===== config.mk =====
export PLATFORM = sky130hd
export DESIGN_NAME = weights_stream_loader_flat
export DESIGN_NICKNAME = d
export VERILOG_FILES = /design/src/rtl/weights_pkg.sv /design/src/rtl/weights_stream_loader_if.sv /design/src/rtl/weights_addr_counter.sv /design/src/rtl/weights_stream_loader.sv /design/src/flat_wrapper.sv
export SDC_FILE = /design/constraint.sdc
export NUM_CORES = 1
export LEC_CHECK = 0
export BUFFER_PORTS_ARGS = -buffer_cell sky130_fd_sc_hd__buf_4
export CAP_MARGIN = 15
export CORE_MARGIN = 2
export CORE_UTILIZATION = 30
export CTS_CLUSTER_SIZE = 12
export DETAILED_ROUTE_END_ITERATION = 6
export REMOVE_ABC_BUFFERS = 1
export SYNTH_ARGS = -nofsm -noshare
export SYNTH_HDL_FRONTEND = slang
export SYNTH_SLANG_ARGS = --single-unit
export TNS_END_PERCENT = 100

===== constraint.sdc =====
create_clock -name clk -period 3.5 [get_ports clk]
set_input_delay 0.7 -clock clk [delete_from_list [all_inputs] [get_ports clk]]
set_output_delay 0.7 -clock clk [all_outputs]
set_load 0.1 [all_outputs]

===== src/rtl/weights_pkg.sv =====
// -----------------------------------------------------------------------------
// weights_pkg
// Definitions shared by the weights RAM, the stream loader and the replay
// stage:
//   - default matrix geometry (WEIGHTS_ROWS x WEIGHTS_COLS words of WEIGHTS_DW)
//   - loader FSM state type
//   - addr_width(): address width for a given depth, never less than 1 bit
// -----------------------------------------------------------------------------
package weights_pkg;

    localparam int unsigned WEIGHTS_ROWS = 4;
    localparam int unsigned WEIGHTS_COLS = 8;
    localparam int unsigned WEIGHTS_DW   = 8;

    typedef enum logic [1:0] {
        ST_IDLE = 2'd0,
        ST_LOAD = 2'd1,
        ST_DONE = 2'd2
    } loader_state_e;

    // A single-entry dimension still needs a 1-bit address port.
    function automatic int unsigned addr_width(input int unsigned depth);
        return (depth > 1) ? $clog2(depth) : 1;
    endfunction

endpackage


===== src/rtl/weights_stream_loader_if.sv =====
// -----------------------------------------------------------------------------
// weights_stream_loader_if
// Valid/ready weight-word stream feeding the loader.
//   s_valid : producer has a word
//   s_data  : weight word (DATA_WIDTH bits)
//   s_last  : producer marks its final word
//   s_ready : consumer can accept a word
// Modports: master = producer, slave = consumer (the loader).
// -----------------------------------------------------------------------------
interface weights_stream_loader_if
    import weights_pkg::*;
#(
    parameter int unsigned DATA_WIDTH = WEIGHTS_DW
);

    logic                  s_valid;
    logic [DATA_WIDTH-1:0] s_data;
    logic                  s_last;
    logic                  s_ready;

    modport master (
        output s_valid,
        output s_data,
        output s_last,
        input  s_ready
    );

    modport slave (
        input  s_valid,
        input  s_data,
        input  s_last,
        output s_ready
    );

endinterface


===== src/rtl/weights_addr_counter.sv =====
// -----------------------------------------------------------------------------
// weights_addr_counter
// Row-major (row, col) position counter over a NUM_ROWS x NUM_COLS matrix.
//   clk, rst : clock, synchronous active-high reset (position -> (0,0))
//   clr_i    : return to (0,0); has priority over inc_i
//   inc_i    : advance one position; col wraps into row, the final position
//              wraps to (0,0) so the address never leaves the matrix
//   row_o    : current row
//   col_o    : current column
//   final_o  : current position is (NUM_ROWS-1, NUM_COLS-1)
// -----------------------------------------------------------------------------
module weights_addr_counter
    import weights_pkg::*;
#(
    parameter int unsigned NUM_ROWS = WEIGHTS_ROWS,
    parameter int unsigned NUM_COLS = WEIGHTS_COLS
) (
    input  logic                              clk,
    input  logic                              rst,
    input  logic                              clr_i,
    input  logic                              inc_i,
    output logic [addr_width(NUM_ROWS)-1:0]   row_o,
    output logic [addr_width(NUM_COLS)-1:0]   col_o,
    output logic                              final_o
);

    localparam int unsigned ROW_W = addr_width(NUM_ROWS);
    localparam int unsigned COL_W = addr_width(NUM_COLS);
    localparam logic [ROW_W-1:0] ROW_MAX = ROW_W'(NUM_ROWS - 1);
    localparam logic [COL_W-1:0] COL_MAX = COL_W'(NUM_COLS - 1);

    logic [ROW_W-1:0] row_q, row_d;
    logic [COL_W-1:0] col_q, col_d;
    logic             row_end, col_end;

    assign row_end = (row_q == ROW_MAX);
    assign col_end = (col_q == COL_MAX);

    always_comb begin
        row_d = row_q;
        col_d = col_q;
        if (clr_i) begin
            row_d = '0;
            col_d = '0;
        end else if (inc_i) begin
            if (col_end) begin
                col_d = '0;
                row_d = row_end ? '0 : row_q + 1'b1;
            end else begin
                col_d = col_q + 1'b1;
            end
        end
    end

    always_ff @(posedge clk) begin
        if (rst) begin
            row_q <= '0;
            col_q <= '0;
        end else begin
            row_q <= row_d;
            col_q <= col_d;
        end
    end

    assign row_o   = row_q;
    assign col_o   = col_q;
    assign final_o = row_end && col_end;

endmodule


===== src/rtl/weights_stream_loader.sv =====
// -----------------------------------------------------------------------------
// weights_stream_loader
// Accepts a valid/ready stream of weight words and writes them row-major into
// the weights RAM write port as a NUM_ROWS x NUM_COLS matrix.
//   clk, rst : clock, synchronous active-high reset
//   start    : one-cycle load request, honoured in IDLE or DONE
//   s        : stream slave (s_valid, s_data, s_last in; s_ready out)
//   wr_en    : RAM write strobe, one cycle after each accepted beat
//   wr_row   : RAM row address
//   wr_col   : RAM column address
//   wr_data  : RAM write data
//   busy     : loading
//   done     : load finished, held until next start or rst
//   err_len  : s_last did not coincide with the final matrix word
// -----------------------------------------------------------------------------
module weights_stream_loader
    import weights_pkg::*;
#(
    parameter int unsigned DATA_WIDTH = WEIGHTS_DW,
    parameter int unsigned NUM_COLS   = WEIGHTS_COLS,
    parameter int unsigned NUM_ROWS   = WEIGHTS_ROWS
) (
    input  logic                             clk,
    input  logic                             rst,
    input  logic                             start,
    weights_stream_loader_if.slave           s,
    output logic                             wr_en,
    output logic [addr_width(NUM_ROWS)-1:0]  wr_row,
    output logic [addr_width(NUM_COLS)-1:0]  wr_col,
    output logic [DATA_WIDTH-1:0]            wr_data,
    output logic                             busy,
    output logic                             done,
    output logic                             err_len
);

    localparam int unsigned ROW_W = addr_width(NUM_ROWS);
    localparam int unsigned COL_W = addr_width(NUM_COLS);

    loader_state_e         state_q, state_d;
    logic                  err_q, err_d;
    logic                  wr_en_q;
    logic [ROW_W-1:0]      wr_row_q;
    logic [COL_W-1:0]      wr_col_q;
    logic [DATA_WIDTH-1:0] wr_data_q;

    logic                  accept;
    logic                  cnt_clr;
    logic                  at_final;
    logic [ROW_W-1:0]      cur_row;
    logic [COL_W-1:0]      cur_col;

    weights_addr_counter #(
        .NUM_ROWS (NUM_ROWS),
        .NUM_COLS (NUM_COLS)
    ) u_addr (
        .clk     (clk),
        .rst     (rst),
        .clr_i   (cnt_clr),
        .inc_i   (accept),
        .row_o   (cur_row),
        .col_o   (cur_col),
        .final_o (at_final)
    );

    // Ready is a pure decode of the registered state.
    assign s.s_ready = (state_q == ST_LOAD);
    assign accept    = s.s_ready && s.s_valid;

    always_comb begin
        state_d = state_q;
        err_d   = err_q;
        cnt_clr = 1'b0;
        unique case (state_q)
            ST_IDLE, ST_DONE: begin
                if (start) begin
                    state_d = ST_LOAD;
                    err_d   = 1'b0;
                    cnt_clr = 1'b1;
                end
            end
            ST_LOAD: begin
                // The load ends on the final matrix word or on s_last,
                // whichever comes first; a length error is any disagreement.
                if (accept && (at_final || s.s_last)) begin
                    state_d = ST_DONE;
                    err_d   = (at_final != s.s_last);
                end
            end
            default: state_d = ST_IDLE;
        endcase
    end

    always_ff @(posedge clk) begin
        if (rst) begin
            state_q   <= ST_IDLE;
            err_q     <= 1'b0;
            wr_en_q   <= 1'b0;
            wr_row_q  <= '0;
            wr_col_q  <= '0;
            wr_data_q <= '0;
        end else begin
            state_q <= state_d;
            err_q   <= err_d;
            wr_en_q <= accept;
            if (accept) begin
                wr_row_q  <= cur_row;
                wr_col_q  <= cur_col;
                wr_data_q <= s.s_data;
            end
        end
    end

    assign wr_en   = wr_en_q;
    assign wr_row  = wr_row_q;
    assign wr_col  = wr_col_q;
    assign wr_data = wr_data_q;
    assign busy    = (state_q == ST_LOAD);
    assign done    = (state_q == ST_DONE);
    assign err_len = err_q;

endmodule


===== src/flat_wrapper.sv =====
// flat-port wrapper written by rule: the top's interface ports become plain ports
module weights_stream_loader_flat import weights_pkg::*;
#(
    parameter int unsigned DATA_WIDTH = WEIGHTS_DW,
    parameter int unsigned NUM_COLS   = WEIGHTS_COLS,
    parameter int unsigned NUM_ROWS   = WEIGHTS_ROWS
)
  (clk, rst, start, wr_en, wr_row, wr_col, wr_data, busy, done, err_len, s_s_valid, s_s_data, s_s_last, s_s_ready);
  weights_stream_loader_if #(.DATA_WIDTH(DATA_WIDTH)) s_i ();
  input  logic clk;
  input  logic rst;
  input  logic start;
  output logic wr_en;
  output logic [addr_width(NUM_ROWS)-1:0] wr_row;
  output logic [addr_width(NUM_COLS)-1:0] wr_col;
  output logic [DATA_WIDTH-1:0] wr_data;
  output logic busy;
  output logic done;
  output logic err_len;
  input wire logic [$bits(s_i.s_valid)-1:0] s_s_valid;
  input wire logic [$bits(s_i.s_data)-1:0] s_s_data;
  input wire logic [$bits(s_i.s_last)-1:0] s_s_last;
  output wire logic [$bits(s_i.s_ready)-1:0] s_s_ready;
  assign s_i.s_valid = s_s_valid;
  assign s_i.s_data = s_s_data;
  assign s_i.s_last = s_s_last;
  assign s_s_ready = s_i.s_ready;
  weights_stream_loader #(.DATA_WIDTH(DATA_WIDTH), .NUM_COLS(NUM_COLS), .NUM_ROWS(NUM_ROWS)) u_core (.clk(clk), .rst(rst), .start(start), .s(s_i), .wr_en(wr_en), .wr_row(wr_row), .wr_col(wr_col), .wr_data(wr_data), .busy(busy), .done(done), .err_len(err_len));
endmodule

==> results.md <==
Placed design:
- Detailed placement finished with a half-perimeter wire length of 1385 µm.
- The number of I/O port buffers is 30.
- Counting tap cells, the placed design contains a total of 162 instances.
- The congestion estimate from routability-driven global placement came to 0.7547.
- The post-place instance area is 0.001139 mm².

Synthesis:
- The main combinational cell family by area after synthesis is simple AND/OR/NAND/NOR gates.
- Averaged over all synthesized cells, the footprint is 8.723 µm².
- The distinct cell type count of the synthesized netlist is 22.
- The total number of yosys warnings is 0.
- The sequential cell area fraction in the yosys report is 48.09%.
- After technology mapping, the gate count stands at 105.
- The synthesized netlist devotes 25.41% of its cell area to simple gates.
- After Yosys synthesis, XOR and XNOR cells account for 0% of the synthesized area.
- Summing the areas of all compound-gate instances in the mapped netlist gives 13.93% of the synthesized area.
- Synthesis inferred 22 register bits.
- Measured against the total synthesized area, the mux share comes to 1.093%.
- The post-synthesis share of cell area spent on full adders, half adders and majority gates is 5.464%.
- The synthesized netlist occupies a cell area of 915.9 µm².

Die:
- The standard cell core area is 0.002978 mm².
- The chip height is 59.26 µm.
- The starting density of the core is 30.76%.
- The die width is 59.26 µm.
- The number of I/O pins is 31.
- The area of the die is 0.003511 mm².
- The number of rows created at floorplan is 20.

Clocking:
- TritonCTS built the clock tree.
- In this run the post-CTS setup repair buffer count came out at 0.
- The worst-skew pair later-pin latency is 0.30 ns.
- Clock-pin slew was measured on the worst setup and hold paths at 0.11 ns.
- Clock tree synthesis selected as its root buffer the cell sky130_fd_sc_hd__clkbuf_4.
- The maximum root-to-sink buffer count is 2.
- Counting every sink on the clock net gives 22.
- The H-tree depth reported by CTS is 1.
- In this run, post-CTS hold repair placed 0 buffers.
- After clock tree synthesis, the repair step resized 0 gates.
- TritonCTS created 3 clock buffers.

Setup path:
- The gate family responsible for the most delay along the worst path is flip-flops.
- The slowest stage of the critical path belongs to the cell sky130_fd_sc_hd__dfxtp_1.
- The buffers plus inverters on the worst setup path is 1.
- The required time of the critical path is 2.80 ns.
- The launching instance or port of the critical path is u_core.state_q[0].
- The signal on the critical path passes through nor2b_1, buf_4.
- The nature of the critical path startpoint is a register.
- Of all nets on the critical path, the largest fanout is 7.
- The type of destination of the critical path is a primary output.
- Data on the critical path arrives at its endpoint at 1.33 ns.
- The highest cell delay on the worst timing path is 0.47 ns.
- The worst setup path is of the register to primary output kind.
- The startpoint identified for the worst register-to-register timing path is u_core.u_addr.col_o[0].

Timing:
- The count of final max-slew check failures is 0.
- The routed design could run at a clock period as short as 2.032 ns.
- The clock arrives with 0.001418 ns of skew.
- For this run, the top clock speed supported by timing is 492.2 MHz.
- Hold timing on the final database bottoms out at a slack of 0.4627 ns.
- In the finished design, the share of the clock period the worst path needs comes to 58.05%.
- The final hold violation count is 0.
- The worst slew margin relative to its limit is 66.11%.
- At the pin with the least slew margin, the transition time is 0.5083 ns.
- Setup violations remaining at the end of the flow were counted as 0.
- Setup repair after global routing left no endpoint under its margin.
- Setup total negative slack on the finished layout was measured at 0 ns.

Power and ir drop:
- The internal portion of the total power is 0.0003209 W.
- The sequential fraction of design power is 56.0%.
- The power density over the cells is 401.1 mW/mm².
- The part of the total power dissipated in combinational logic is 19.9%.
- The leakage power of the design is 0.4978 nW.
- In this run the power spent charging and discharging nets is 0.0001448 W.
- Across the VDD grid, the largest voltage drop is 0.1359 mV.
- The share of total power consumed by net switching is 31.09%.
- The clock network power share is 24.1%.
- The total power of the final layout is 0.0004657 W.

GRT:
- The number of global-route vias before repair came to 722.
- In the global route stage, overall resource usage came out at 11.56%.
- Entering global routing, the biggest net connects 19 pins.
- The wire length of the first global-routing pass is 3049 µm.
- The remaining global-route overflow is 0.
- The number of antenna violations at the first check in global routing is 0.

Detailed routing:
- The via total after detailed routing is 740.
- The met3 routed wirelength is 71 µm.
- The met1 layer wirelength in the final routing is 815 µm.
- The remaining number of nets flagged by the antenna check after routing is 0.
- The length of routed met2 wiring is 893 µm.
- After detailed routing, the number of remaining DRC violations is 0.
- The first-pass iteration count of the detailed router is 4.
- The via density per instance is 4.485.
- Signal routing reaches up to met4.
- The total detailed-routing wirelength is 1797 µm.
- For this block, the initial DRC count from the detailed router was 4.
- Dividing the detail-routed wire length by the instance count gives 10.89 µm.

Cells and area:
- The antenna diode instance count is 0.
- The finished cells cover 0.001161 mm².
- The net count of the finished layout is 151.
- The library cells used most frequently in the layout, excluding fill and tap cells, are sky130_fd_sc_hd__nand2_1, sky130_fd_sc_hd__buf_4, sky130_fd_sc_hd__dfxtp_1.
- The count of placed standard cells in the final layout, fillers left out is 165.
- The most common cell after layout, fill and taps aside is sky130_fd_sc_hd__nand2_1.
- The filler cells instantiated in the layout total 306.
- Compared with the post-synthesis result, the final layout area differs by 26.78%.
- In the final layout, the share of cells above drive strength 1 is 31.06%.

Run:
- Across the run, the number of max-cap violations was 0.

Min path:
- The launch instance of the worst min-delay path is u_core.wr_data[1].
- The min-delay analysis places its worst path in the category register to register.

Status:
- The run finished with clean final reports.
[Yosys cell counts, drive strengths merged]
cell type | instances | area, µm²
mux2i | 1 | 10.01
clkbuf | 1 | 3.750
and3b | 1 | 8.760
buf | 5 | 40.04
nand4b | 1 | 8.760
nor2 | 3 | 11.26
dfxtp | 22 | 440.4
a21oi | 20 | 122.6
nand2 | 34 | 127.6
nand2b | 2 | 12.51
ha | 4 | 50.05
o21ai | 1 | 5.000
or3 | 2 | 12.51
nor2b | 1 | 6.260
inv | 3 | 11.26
nand3b | 1 | 20.02
and4bb | 1 | 12.51
and2b | 1 | 7.510
nand3 | 1 | 5.000
[power groups by stage]
stage	combinational (W)	clock (W)	sequential, W
detailed placement	0.0000938	0	0.000267
finish	0.0000928	0.000112	0.000261
floorplan	0.0000345	0	0.000296
global placement	0.0000933	0	0.000266
CTS	0.0000938	0.000116	0.000261
global route	0.0000986	0.000130	0.000262
[layout make-up]
type / count / area, µm² / share of cell area [%]
tap: 33 / 41.29 / 3.556
clock buffer: 3 / 22.52 / 1.940
sequential: 22 / 440.4 / 37.93
multi-input combinational: 74 / 420.4 / 36.21
inverter: 3 / 11.26 / 0.9698
timing repair buffer: 30 / 225.2 / 19.40
[path summary, 6_finish.rpt]
check                                    endpoint  slack (ns)  depth (start not counted)
worst min register to register  u_core.wr_data[1]        0.46                          2
worst max register to register     u_core.err_len        1.78                          7
worst min-delay path            u_core.wr_data[1]        0.46                          2
worst max-delay path                         busy        1.47                          2
[per-stage QoR]
stage | worst slack (ns) | util, %
final | 1.468 | 38.99
after global routing | 1.400 | 38.99
after CTS | 1.458 | 38.99
after detailed placement | 1.776 | 38.24
after global placement | 1.808 | 38.24
after floorplan | -0.2871 | -
[flip-flops by register name (all words and copies together) (netlist names)]
| name | cells |
|---|---|
| u_core.wr_data | 8 |
| u_core.u_addr.col_o | 3 |
| u_core.wr_col | 3 |
| u_core.state_q | 2 |
| u_core.u_addr.row_o | 2 |
| u_core.wr_row | 2 |
| u_core.err_len | 1 |
| u_core.wr_en | 1 |
[cells by family after synthesis]
| group | count (synthesis) |
|---|---|
| flops | 22 |
| simple gates | 48 |
| compound gates | 21 |
| fa+ha+maj | 4 |
| mux | 1 |
| buf+inv | 9 |
[worst register-to-register path, stage by stage, from the launching register on]
cell and delay (ns):
sky130_fd_sc_hd__dfxtp_1 0.39, sky130_fd_sc_hd__ha_1 0.17, sky130_fd_sc_hd__ha_1 0.21, sky130_fd_sc_hd__nand2_1 0.09, sky130_fd_sc_hd__ha_1 0.20, sky130_fd_sc_hd__and4bb_2 0.32, sky130_fd_sc_hd__mux2i_1 0.20, sky130_fd_sc_hd__nor2_1 0.05
[layer usage]
layer  vias to the layer above  global-route usage, %
met5                         -                      0
met4                         0                  3.896
met3                         2                  2.838
met2                        10                  19.78
met1                       332                  14.07
li1                        396                      -
Power figures use the tool's default switching activity.
